## src/rtl/data_types_pkg.sv

```systemverilog
// Shared types for the UART transmit path.
//   state_t     : states of the serial transmitter (IDLE/START/DATA/STOP).
//   arb_state_t : states of the transmit arbiter that feeds it.
//   WORD_W      : width of one transmit word (8 data bits + optional 9th bit).
package data_types_pkg;

  localparam int WORD_W = 9;

  typedef enum logic [1:0] {
    IDLE  = 2'd0,
    START = 2'd1,
    DATA  = 2'd2,
    STOP  = 2'd3
  } state_t;

  typedef enum logic [1:0] {
    ARB_IDLE    = 2'd0,
    ARB_PICK    = 2'd1,
    ARB_PRESENT = 2'd2
  } arb_state_t;

endpackage

```

## src/rtl/rr_arbiter.sv

```systemverilog
// Combinational round-robin picker.
//   req        : request vector
//   last_owner : index granted most recently; search starts one above it
//   lock       : per-requester lock; lock[last_owner] & req[last_owner]
//                keeps the previous owner regardless of the pointer
//   valid      : at least one request present
//   win        : selected requester index (only meaningful when valid)
module rr_arbiter #(
  parameter int N_REQ = 4,
  localparam int IDX_W = $clog2(N_REQ)
) (
  input  logic [N_REQ-1:0] req,
  input  logic [IDX_W-1:0] last_owner,
  input  logic [N_REQ-1:0] lock,
  output logic             valid,
  output logic [IDX_W-1:0] win
);

  // cand[k] = (last_owner + 1 + k) mod N_REQ, i.e. the k-th requester in
  // search order. cand[N_REQ-1] is last_owner itself, so a lone request
  // from the previous owner is still served.
  logic [IDX_W-1:0] cand [N_REQ];

  generate
    for (genvar gi = 0; gi < N_REQ; gi++) begin : g_cand
      logic [IDX_W:0] sum;
      // Both operands are below N_REQ+1, so one conditional subtract wraps.
      assign sum = {1'b0, last_owner} + (IDX_W+1)'(gi + 1);
      assign cand[gi] = (sum >= (IDX_W+1)'(N_REQ)) ?
                        IDX_W'(sum - (IDX_W+1)'(N_REQ)) : IDX_W'(sum);
    end
  endgenerate

  assign valid = |req;

  always_comb begin
    win = last_owner;
    // Walk backwards so the earliest candidate in search order wins.
    for (int k = N_REQ - 1; k >= 0; k--) begin
      if (req[cand[k]]) win = cand[k];
    end
    if (lock[last_owner] && req[last_owner]) win = last_owner;
  end

endmodule

```

## src/rtl/uart_tx_arbiter.sv

```systemverilog
// Round-robin arbiter sharing one UART transmitter between N_REQ requesters.
//   clk, rst           : system clock, synchronous active-high reset
//   req/req_data       : per-requester pending flag and 9-bit word
//   req_lock           : requester keeps the transmitter for its next word
//   gnt                : one-cycle one-hot pulse when the word is accepted
//   owner              : requester currently presented / last accepted
//   busy               : arbiter active or transmitter not idle
//   tx_data/tx_enable  : word and request towards the transmitter
//   tx_idle/tx_finish  : transmitter in IDLE / STOP state
module uart_tx_arbiter
  import data_types_pkg::*;
#(
  parameter int N_REQ = 4,
  localparam int IDX_W = $clog2(N_REQ)
) (
  input  logic                          clk,
  input  logic                          rst,
  input  logic [N_REQ-1:0]              req,
  input  logic [N_REQ-1:0][WORD_W-1:0]  req_data,
  input  logic [N_REQ-1:0]              req_lock,
  output logic [N_REQ-1:0]              gnt,
  output logic [IDX_W-1:0]              owner,
  output logic                          busy,
  output logic [WORD_W-1:0]             tx_data,
  output logic                          tx_enable,
  input  logic                          tx_idle,
  input  logic                          tx_finish
);

  arb_state_t        state_reg;
  logic [WORD_W-1:0] hold_reg;
  logic [IDX_W-1:0]  owner_reg;
  logic [IDX_W-1:0]  last_owner_reg;
  logic              tx_enable_reg;
  logic              tx_idle_q;
  logic              tx_finish_q;

  logic              pick_valid;
  logic [IDX_W-1:0]  pick_win;
  logic              accept;

  rr_arbiter #(.N_REQ(N_REQ)) u_rr (
    .req        (req),
    .last_owner (last_owner_reg),
    .lock       (req_lock),
    .valid      (pick_valid),
    .win        (pick_win)
  );

  // The transmitter latched our word when it left IDLE, or when it left STOP
  // straight into a new frame. Leaving STOP into IDLE is only a frame end.
  // Gating with rst keeps an aborted presentation from being granted.
  assign accept = (state_reg == ARB_PRESENT) && !rst &&
                  ((tx_idle_q && !tx_idle) ||
                   (tx_finish_q && !tx_finish && !tx_idle));

  // gnt is decoded in the acceptance cycle itself so the requester can
  // retire its word on the same edge the arbiter moves on.
  generate
    for (genvar gi = 0; gi < N_REQ; gi++) begin : g_gnt
      assign gnt[gi] = accept && (owner_reg == IDX_W'(gi));
    end
  endgenerate

  always_ff @(posedge clk) begin
    if (rst) begin
      state_reg      <= ARB_IDLE;
      hold_reg       <= '0;
      owner_reg      <= '0;
      last_owner_reg <= IDX_W'(N_REQ - 1);
      tx_enable_reg  <= 1'b0;
      tx_idle_q      <= 1'b1;
      tx_finish_q    <= 1'b0;
    end else begin
      tx_idle_q   <= tx_idle;
      tx_finish_q <= tx_finish;
      case (state_reg)
        ARB_IDLE: begin
          if (|req) state_reg <= ARB_PICK;
        end
        ARB_PICK: begin
          if (pick_valid) begin
            hold_reg      <= req_data[pick_win];
            owner_reg     <= pick_win;
            tx_enable_reg <= 1'b1;
            state_reg     <= ARB_PRESENT;
          end else begin
            state_reg <= ARB_IDLE;
          end
        end
        ARB_PRESENT: begin
          // Hold the word even if the requester drops req meanwhile.
          if (accept) begin
            tx_enable_reg  <= 1'b0;
            last_owner_reg <= owner_reg;
            state_reg      <= ((req & ~gnt) != '0) ? ARB_PICK : ARB_IDLE;
          end
        end
        default: state_reg <= ARB_IDLE;
      endcase
    end
  end

  assign owner     = owner_reg;
  assign tx_data   = hold_reg;
  assign tx_enable = tx_enable_reg;
  assign busy      = (state_reg != ARB_IDLE) || !tx_idle;

endmodule

```

## config.mk

```make
export PLATFORM = sky130hd
export DESIGN_NAME = uart_tx_arbiter
export DESIGN_NICKNAME = d
export VERILOG_FILES = /design/src/rtl/data_types_pkg.sv /design/src/rtl/rr_arbiter.sv /design/src/rtl/uart_tx_arbiter.sv
export SDC_FILE = /design/constraint.sdc
export NUM_CORES = 1
export LEC_CHECK = 0
export CAP_MARGIN = 15
export CELL_PAD_IN_SITES_DETAIL_PLACEMENT = 0
export CELL_PAD_IN_SITES_GLOBAL_PLACEMENT = 1
export CORE_ASPECT_RATIO = 0.5
export CORE_MARGIN = 3
export CORE_UTILIZATION = 29
export CTS_CLUSTER_DIAMETER = 100
export DETAILED_ROUTE_END_ITERATION = 6
export PLACE_DENSITY = 0.93
export SYNTH_ARGS = -nofsm -noshare
export SYNTH_HDL_FRONTEND = slang
export SYNTH_HIERARCHICAL = 1
export SYNTH_SLANG_ARGS = --single-unit
```

## constraint.sdc

```tcl
create_clock -name clk -period 6.53 [get_ports clk]
set_clock_uncertainty 0.2 [all_clocks]
set_input_delay 1.6325 -clock clk [delete_from_list [all_inputs] [get_ports clk]]
set_output_delay 1.6325 -clock clk [all_outputs]
set_load 0.03 [all_outputs]
```

* Word level (Yosys, flattened, before mapping)
Index checks and enable logic that the tools add are counted.
** Word-level totals
- Bits in registers :: 18
- Bits of input ports :: 48
- Output and inout port bits :: 17
- Logic and storage cells :: 91
** Cells by class
- Add/sub/neg operators :: 8
- Order comparisons :: 10
- Equality and inequality tests :: 8
- Mux-type cells :: 31
- Bitwise logic cells :: 2
- Reduce and logical (&&, ||, !) cells :: 25
** Operators with widths (count)
- $mux 2 :: 12
- $bmux 9 s2 :: 1
- $lt 2x3->1 const B :: 6
- $bmux 1 s2 :: 6
- $ge 3x3->1 const B :: 4
- $logic_and 1x1->1 :: 10
- $mux 1 :: 9
- $mux 9 :: 1
- $sub 2x1->2 const B :: 4
- $add 2x2->3 const B :: 2
- $eq 2x2->1 const B :: 3
- $ne 2x2->1 const B :: 3
- $pmux 2 s3 :: 1
- $reduce_and 2->1 :: 3
- $and 4x4->4 :: 1
- $eq 2x1->1 const B :: 2
- $logic_not 2->1 :: 2
- $not 4->4 :: 1
- $reduce_bool 2->1 :: 2
- $reduce_bool 4->1 :: 1
- $reduce_or 4->1 :: 1
- $add 2x1->3 const B :: 1
- $add 2x3->3 const B :: 1
- $logic_not 1->1 :: 3
- other kinds (3) :: 4

* Longest topological paths before layout
Gate-level depths: netlist of the first run.
- Depth after elaboration :: 12
- Depth in mapped cells :: 10
- Mapped depth without buffers :: 8

* Hierarchy
The synthesis of the first run kept the hierarchy.
** By module, submodules not included
- uart_tx_arbiter :: times used 1, cells each 107, area an instance 1008.5 µm², seq. area each 360.3 µm²
- rr_arbiter :: times used 1, cells each 32, area an instance 188.9 µm², seq. area each 0.0 µm²

* Worst setup path after synthesis of the first run
OpenSTA, ideal clock, no wires.
- Path kind :: input to output
- Start point :: in rst
- End point :: out gnt[1]
- Arrival :: 2.903 ns
- Data required time :: 4.697 ns
- Setup slack :: 1.794 ns
- Cell stages on the path :: 4
- Buffers on the path :: 1
- Cell sequence :: buf_2 -> nor2_4 -> o2111ai_4 -> nor3b_1
** Between the ends
- Cells in the longest elaborated chain, start to end :: 4
** Ends and longest elaborated chain
- start: declaration :: RTL line uart_tx_arbiter.sv:17 : input logic rst,
- $logic_not 1->1 :: RTL line uart_tx_arbiter.sv:53 : assign accept = (state_reg == ARB_PRESENT) && !rst &&
- $logic_and 1x1->1 (2 in a row) :: RTL line uart_tx_arbiter.sv:53
- $logic_and 1x1->1 :: RTL line uart_tx_arbiter.sv:61 : assign gnt[gi] = accept && (owner_reg == IDX_W'(gi));
- end: declaration :: RTL line uart_tx_arbiter.sv:21 : output logic [N_REQ-1:0] gnt,
Every way passes these cells.

* Final worst setup path of the first run
- Start point :: in tx_finish
- End point :: out gnt[3]
** Between the ends
- Cells in the longest elaborated chain, start to end :: 6
** Ends and longest elaborated chain
- start: declaration :: RTL line uart_tx_arbiter.sv:27 : input logic tx_finish
- $logic_not 1->1 :: RTL line uart_tx_arbiter.sv:55 : (tx_finish_q && !tx_finish && !tx_idle));
- $logic_and 1x1->1 (2 in a row) :: RTL line uart_tx_arbiter.sv:55
- $logic_or 1x1->1 :: RTL line uart_tx_arbiter.sv:54 : ((tx_idle_q && !tx_idle) ||
- $logic_and 1x1->1 :: RTL line uart_tx_arbiter.sv:53
- $logic_and 1x1->1 :: RTL line uart_tx_arbiter.sv:61
Every way passes these cells.

==> flow_summary.toml, run 1 <==
[floorplan]
io-pin-count = 65
floorplan.die.height_um = 51.4
dieArea_um2 = 4980
floorplan.core_area_um2 = 3700
start_util_pct = 32.4
core.rowCount = 15
die_w_um = 96.9

[worst_setup_path]
reg2reg_setup_slack_ns = 4.06
startpoint_kind_of_the_worst_setup_timing_path = "input pin"
critPathMaxFanout = 9
critPathKind = "in2out"
critPathArrivalTime_ns = 3.58
setup.worst_path.end_class = "output pin"
critPathRequiredTime_ns = 4.70

[clock_network]
ctsHoldBuffers = 0
root_cell_of_the_clock_tree = "clkbuf_8"
clock_insertion_delay_worst_skew_ns = 0.25
cts-buffers-inserted = 3
post_cts_resize_count = 0
clock_tree.htree_level_count = 1
clkSinkCount = 18
cts_post_setup_buffers_inserted = 0
max-clock-path-buffers = 2
clk_pin_slew_worst_paths_ns = 0.06
cts_tree = "done"

[sta]
final-setup-viol-count = 0
rsz0062_at_grt = "no"
final-hold-violation-count = 0
slew-limit-headroom_pct = 43.6
final.period_utilization_pct = 82.8
finalWorstPathRequiredPeriod_ns = 5.41
slew_violations = 0
post_route_setup_tns_ns = 0
worstMarginPinSlew_ns = 0.843
fmaxAchievable_ghz = 0.185

[layout]
stdcell_area_um2 = 1900
fraction_of_layout_instances_using_a_drive_strength_above_1_pct = 10.6
syn_to_final_growth_pct = 58.8
nFillCells = 337
number_of_flip_flops_under_the_largest_register_name = 9
num_antenna_cells = 0
final_nets = 248

[synthesis]
ys_warn_count = 6
synth.area.top_cells = "dfxtp_1, mux4_2, nand2_1, a21oi_1, nor2_1"
synth.largest_area_cell = "dfxtp_1"
synth_area_per_cell_um2 = 8.61
synth.cell_area_um2 = 1200
seq_area_frac_synth_pct = 30.1
synth.top_cell.area_share_pct = 30.1
synth_enable_flop_cells = 0
synth_nets = 187
synth_cell_types = 37
syn_inst = 139
synth-main-ff-cell = "dfxtp_1"
async_set_reset_flop_share_out_of_synthesis_pct = 0
ys_ff_latch = 18

[routing]
wl_um = 3440
avgViaCountPerCell = 4.91
routed-via-count = 1222
avgRoutedWirePerCell_um = 13.8
1st_pass_router_iterations = 4
drtAntennaViolNets = 0
drcViolationCount = 0
drt-initial-drc-count = 68

[placement]
dpl-instance-area_um2 = 1860
port-buffer-count = 64
place_congestion = 0.838
detailed_place_hpwl_um = 2800

[power]
total_power_mw = 0.434
power.density_cell_area_nw_per_um2 = 228
power_leakage_nw = 0.677
power.ir.vdd_worst_v = 0.000100

[global_route]
grt_remaining_overflow = 0
antenna_found_initial = 0
track_usage_pct = 12.9
grt_start_max_net_pins = 19
grt_first_pass_wirelength_um = 5260
first_global_vias = 1132

[worst_hold_path]
hold_path_class = "reg2reg"

[outcome]
run_status = "finished, final reports clean"

[flow_run]
maximum_capacitance_violations = 0
[worst paths after layout]
path,depth (start not counted),endpoint,startpoint
worst max-delay path,6,gnt[3],tx_finish
worst min-delay path,2,tx_data[7],tx_data[7]
worst max register to register,9,tx_data[2],last_owner_reg[0]
worst min register to register,2,tx_data[7],tx_data[7]
[kinds of logic after synthesis]
family                 after synthesis  share of synthesized area (%)
AOI/OAI and AO/OA                   39                           23.3
buffers and inverters               16                           6.58
DFF                                 18                           30.1
muxes                               11                           18.7
and+or+nand+nor                     55                           21.3
[final cells by class]
cell class                      instances  area (um^2)  area share [%]
Multi-Input combinational cell        105          758            39.9
Timing Repair Buffer                   66          656            34.5
Sequential cell                        18          360            18.9
Tap cell                               51         63.8            3.36
Clock buffer                            3         41.3            2.17
Inverter                                6         22.5            1.18
[Yosys cell counts (2+ instances only)]
cell	number
nand2_1	30
o21ai_0	4
a211o_1	3
a31oi_1	5
nor2_1	11
mux4_2	9
nor2b_1	2
buf_6	2
nor3b_1	2
a21oi_1	16
buf_2	3
inv_1	6
clkbuf_1	5
dfxtp_1	18
[metrics by stage]
step	instances	worst slack, ns	hold WS [ns]	utilization [%]
floorplan	139	1.79	0.345	-
global placement	246	1.23	0.242	50.3
detailed placement	246	1.13	0.246	50.3
CTS	249	1.12	0.255	51.4
global route	249	1.03	0.275	51.4
finish	249	1.12	0.253	51.4
[placed cells by master (no fill, tap or decap), drive strengths merged]
master,n
or3b,1
a21oi,17
a31o,1
o32a,1
and2,2
mux4,9
inv,6
nor3,1
clkbuf,3
o2111ai,1
and3,1
a211o,3
buf,2
nor2,12
a32o,1
nand3,1
nor3b,2
dfxtp,18
mux2i,1
o22a,1
nor2b,2
a31oi,5
o21ai,5
or4,1
o22ai,1
nand2,30
a2111oi,2
o31a,1
and3b,1
or2,1
clkdlybuf4s50,64
mux2,1
[critical path: stages]
cell and delay (ns):
clkdlybuf4s50_1 0.41, nor2b_1 0.29, o2111ai_4 0.23, inv_1 0.15, and3_1 0.18, clkdlybuf4s50_1 0.68
[power by group]
part	internal [mW]	leakage, nW	switching, mW	total (mW)
registers	0.131	0.148	0.0214	0.152
logic	0.102	0.508	0.105	0.207
clock network	0.0409	0.0216	0.0336	0.0744
[layer usage]
layer	wire (um)	share of wire (%)	track usage (%)
met1	1430	42	16.4
met2	1880	55	23.7
met3	111	3.2	2.32
met4	18	0.52	2.10
met5	0	0	0
(Power assumes the default switching activity.)
==> inputs of run 2 (changes only) <==
--- a/config.mk
+++ b/config.mk
@@ -10,10 +10,10 @@
 export CELL_PAD_IN_SITES_GLOBAL_PLACEMENT = 1
 export CORE_ASPECT_RATIO = 0.5
 export CORE_MARGIN = 3
-export CORE_UTILIZATION = 29
+export CORE_UTILIZATION = 27
 export CTS_CLUSTER_DIAMETER = 100
 export DETAILED_ROUTE_END_ITERATION = 6
-export PLACE_DENSITY = 0.93
+export PLACE_DENSITY = 0.88
 export SYNTH_ARGS = -nofsm -noshare
 export SYNTH_HDL_FRONTEND = slang
 export SYNTH_HIERARCHICAL = 1
==> constraint.sdc (replaced) <==
create_clock -name clk -period 5.5 [get_ports clk]
set_clock_uncertainty 0.2 [all_clocks]
set_input_delay 1.375 -clock clk [delete_from_list [all_inputs] [get_ports clk]]
set_output_delay 1.375 -clock clk [all_outputs]
set_load 0.03 [all_outputs]
==> run 2 against run 1 <==
Net effect: via count up 0.57%; sequential share of layout area about the same; first-iteration DRC count down 16%; worst hold slack worse by 0.00077 ns; global-route usage down 0.17 points; sequential power up 18%; critical path type unchanged; critical endpoint unchanged; largest power group unchanged.
==> flow_summary.toml, run 2 (same netlist as run 1, synthesis figures left out) <==
[outcome]
run_status = "finished, final reports clean"

[sta]
slew-limit-headroom_pct = 43.3
final_critical_path_setup_slack_ns = 0.637
slew_violations = 0
finalWorstPathRequiredPeriod_ns = 4.86
final.period_utilization_pct = 88.4
final-hold-violation-count = 0
final-setup-viol-count = 0
post_route_setup_tns_ns = 0
rsz0062_at_grt = "no"
fmaxAchievable_ghz = 0.206
hold-worst-slack_ns = 0.253
worstMarginPinSlew_ns = 0.847

[worst_hold_path]
hold_path_class = "reg2reg"

[layout]
syn_to_final_growth_pct = 59.1
final_nets = 248
number_of_flip_flops_under_the_largest_register_name = 9
num_antenna_cells = 0
fraction_of_layout_instances_using_a_drive_strength_above_1_pct = 10.6
multiInputGateArea_um2 = 758
layout.cells.most_common_list = "clkdlybuf4s50_1, nand2_1, dfxtp_1"
nFillCells = 411
fin_cells = 252
area.sequential_um2 = 360
layout.cells.most_common = "clkdlybuf4s50_1"

[clock_network]
clock_tree.htree_level_count = 1
cts_tree = "done"
root_cell_of_the_clock_tree = "clkbuf_8"
max-clock-path-buffers = 2
clk_pin_slew_worst_paths_ns = 0.06
clock_insertion_delay_worst_skew_ns = 0.25
cts-buffers-inserted = 3
clkSinkCount = 18
ctsHoldBuffers = 0
cts_post_setup_buffers_inserted = 0
post_cts_resize_count = 0

[routing]
routed-via-count = 1229
drtAntennaViolNets = 0
1st_pass_router_iterations = 4
avgRoutedWirePerCell_um = 13.8
drcViolationCount = 0
drt-initial-drc-count = 57
wl_um = 3470
avgViaCountPerCell = 4.88

[worst_setup_path]
setup.worst_path.end_class = "output pin"
critPathKind = "in2out"
critPathArrivalTime_ns = 3.29
critPathRequiredTime_ns = 3.92
startpoint_kind_of_the_worst_setup_timing_path = "input pin"
critPathMaxFanout = 9

[floorplan]
floorplan.die.height_um = 53.1
io-pin-count = 65
dieArea_um2 = 5320
start_util_pct = 29.3
core.rowCount = 16
floorplan.core_area_um2 = 4080
die_w_um = 100

[power]
power.share.clock_pct = 17.4
power.ir.vdd_worst_v = 0.0000921
power.density_cell_area_nw_per_um2 = 271
p_switching_mw = 0.192
p_comb_share_pct = 47.7
internal-power_mw = 0.325
power_leakage_nw = 0.677
seq_power_share_pct = 34.9
power.share.switching_pct = 37.1

[global_route]
track_usage_pct = 12.8
grt_remaining_overflow = 0
antenna_found_initial = 0
first_global_vias = 1147
grt_first_pass_wirelength_um = 5410
grt_start_max_net_pins = 19

[flow_run]
maximum_capacitance_violations = 0

[placement]
dpl_worst_slack_ns = 0.647
detailed_place_hpwl_um = 2800
port-buffer-count = 64
place_congestion = 0.758
dpl.cell_count = 249
-- run 2: cell counts in the layout (fill, tap and decap cells not counted) --
Identical to the previous run, type by type.
-- run 2: layer usage --
metal	track usage, %	vias up	share of wire [%]
met3	2.50	0	2.9
met5	0	-	0
met4	3.36	0	0
met1	16.6	585	44
met2	21.8	20	53
li1	-	624	-
-- run 2: final timing paths --
kind                     start    endpoint  slack, ns  cells past startpoint
max reg2reg  last_owner_reg[0]  tx_data[0]       3.06                      9
max                  tx_finish      gnt[3]       0.64                      6
min                 tx_data[4]  tx_data[4]       0.25                      2
min reg2reg         tx_data[4]  tx_data[4]       0.25                      2
-- run 2: per-stage QoR --
stage / instance area (um^2) / power [mW] / util (%)
2_1_floorplan: 1200 / 0.337 / -
3_3_place_gp: 1860 / 0.428 / 45.6
3_5_place_dp: 1860 / 0.432 / 45.6
4_1_cts: 1910 / 0.522 / 46.7
5_1_grt: 1910 / 0.549 / 46.7
6_report: 1910 / 0.517 / 46.7
-- run 2: power groups by stage --
| stage | Sequential, mW | Combinational, mW | Clock [mW] |
|---|---|---|---|
| finish | 0.180 | 0.247 | 0.0899 |
| global route | 0.185 | 0.267 | 0.0974 |
| CTS | 0.181 | 0.249 | 0.0921 |
| detailed placement | 0.183 | 0.249 | 0 |
| global placement | 0.183 | 0.245 | 0 |
| floorplan | 0.210 | 0.128 | 0 |
-- run 2: critical path, cell delays in order --
cell             delay [ns]
clkdlybuf4s50_1        0.42
nor2b_1                0.29
o2111ai_4              0.22
inv_1                  0.16
and3_1                 0.16
clkdlybuf4s50_1        0.67
-- run 2: area by class of cell --
type	count	share of cell area (%)
Timing Repair Buffer	66	34.4
Multi-Input combinational cell	105	39.8
Inverter	6	1.18
Tap cell	54	3.55
Clock buffer	3	2.17
Sequential cell	18	18.9
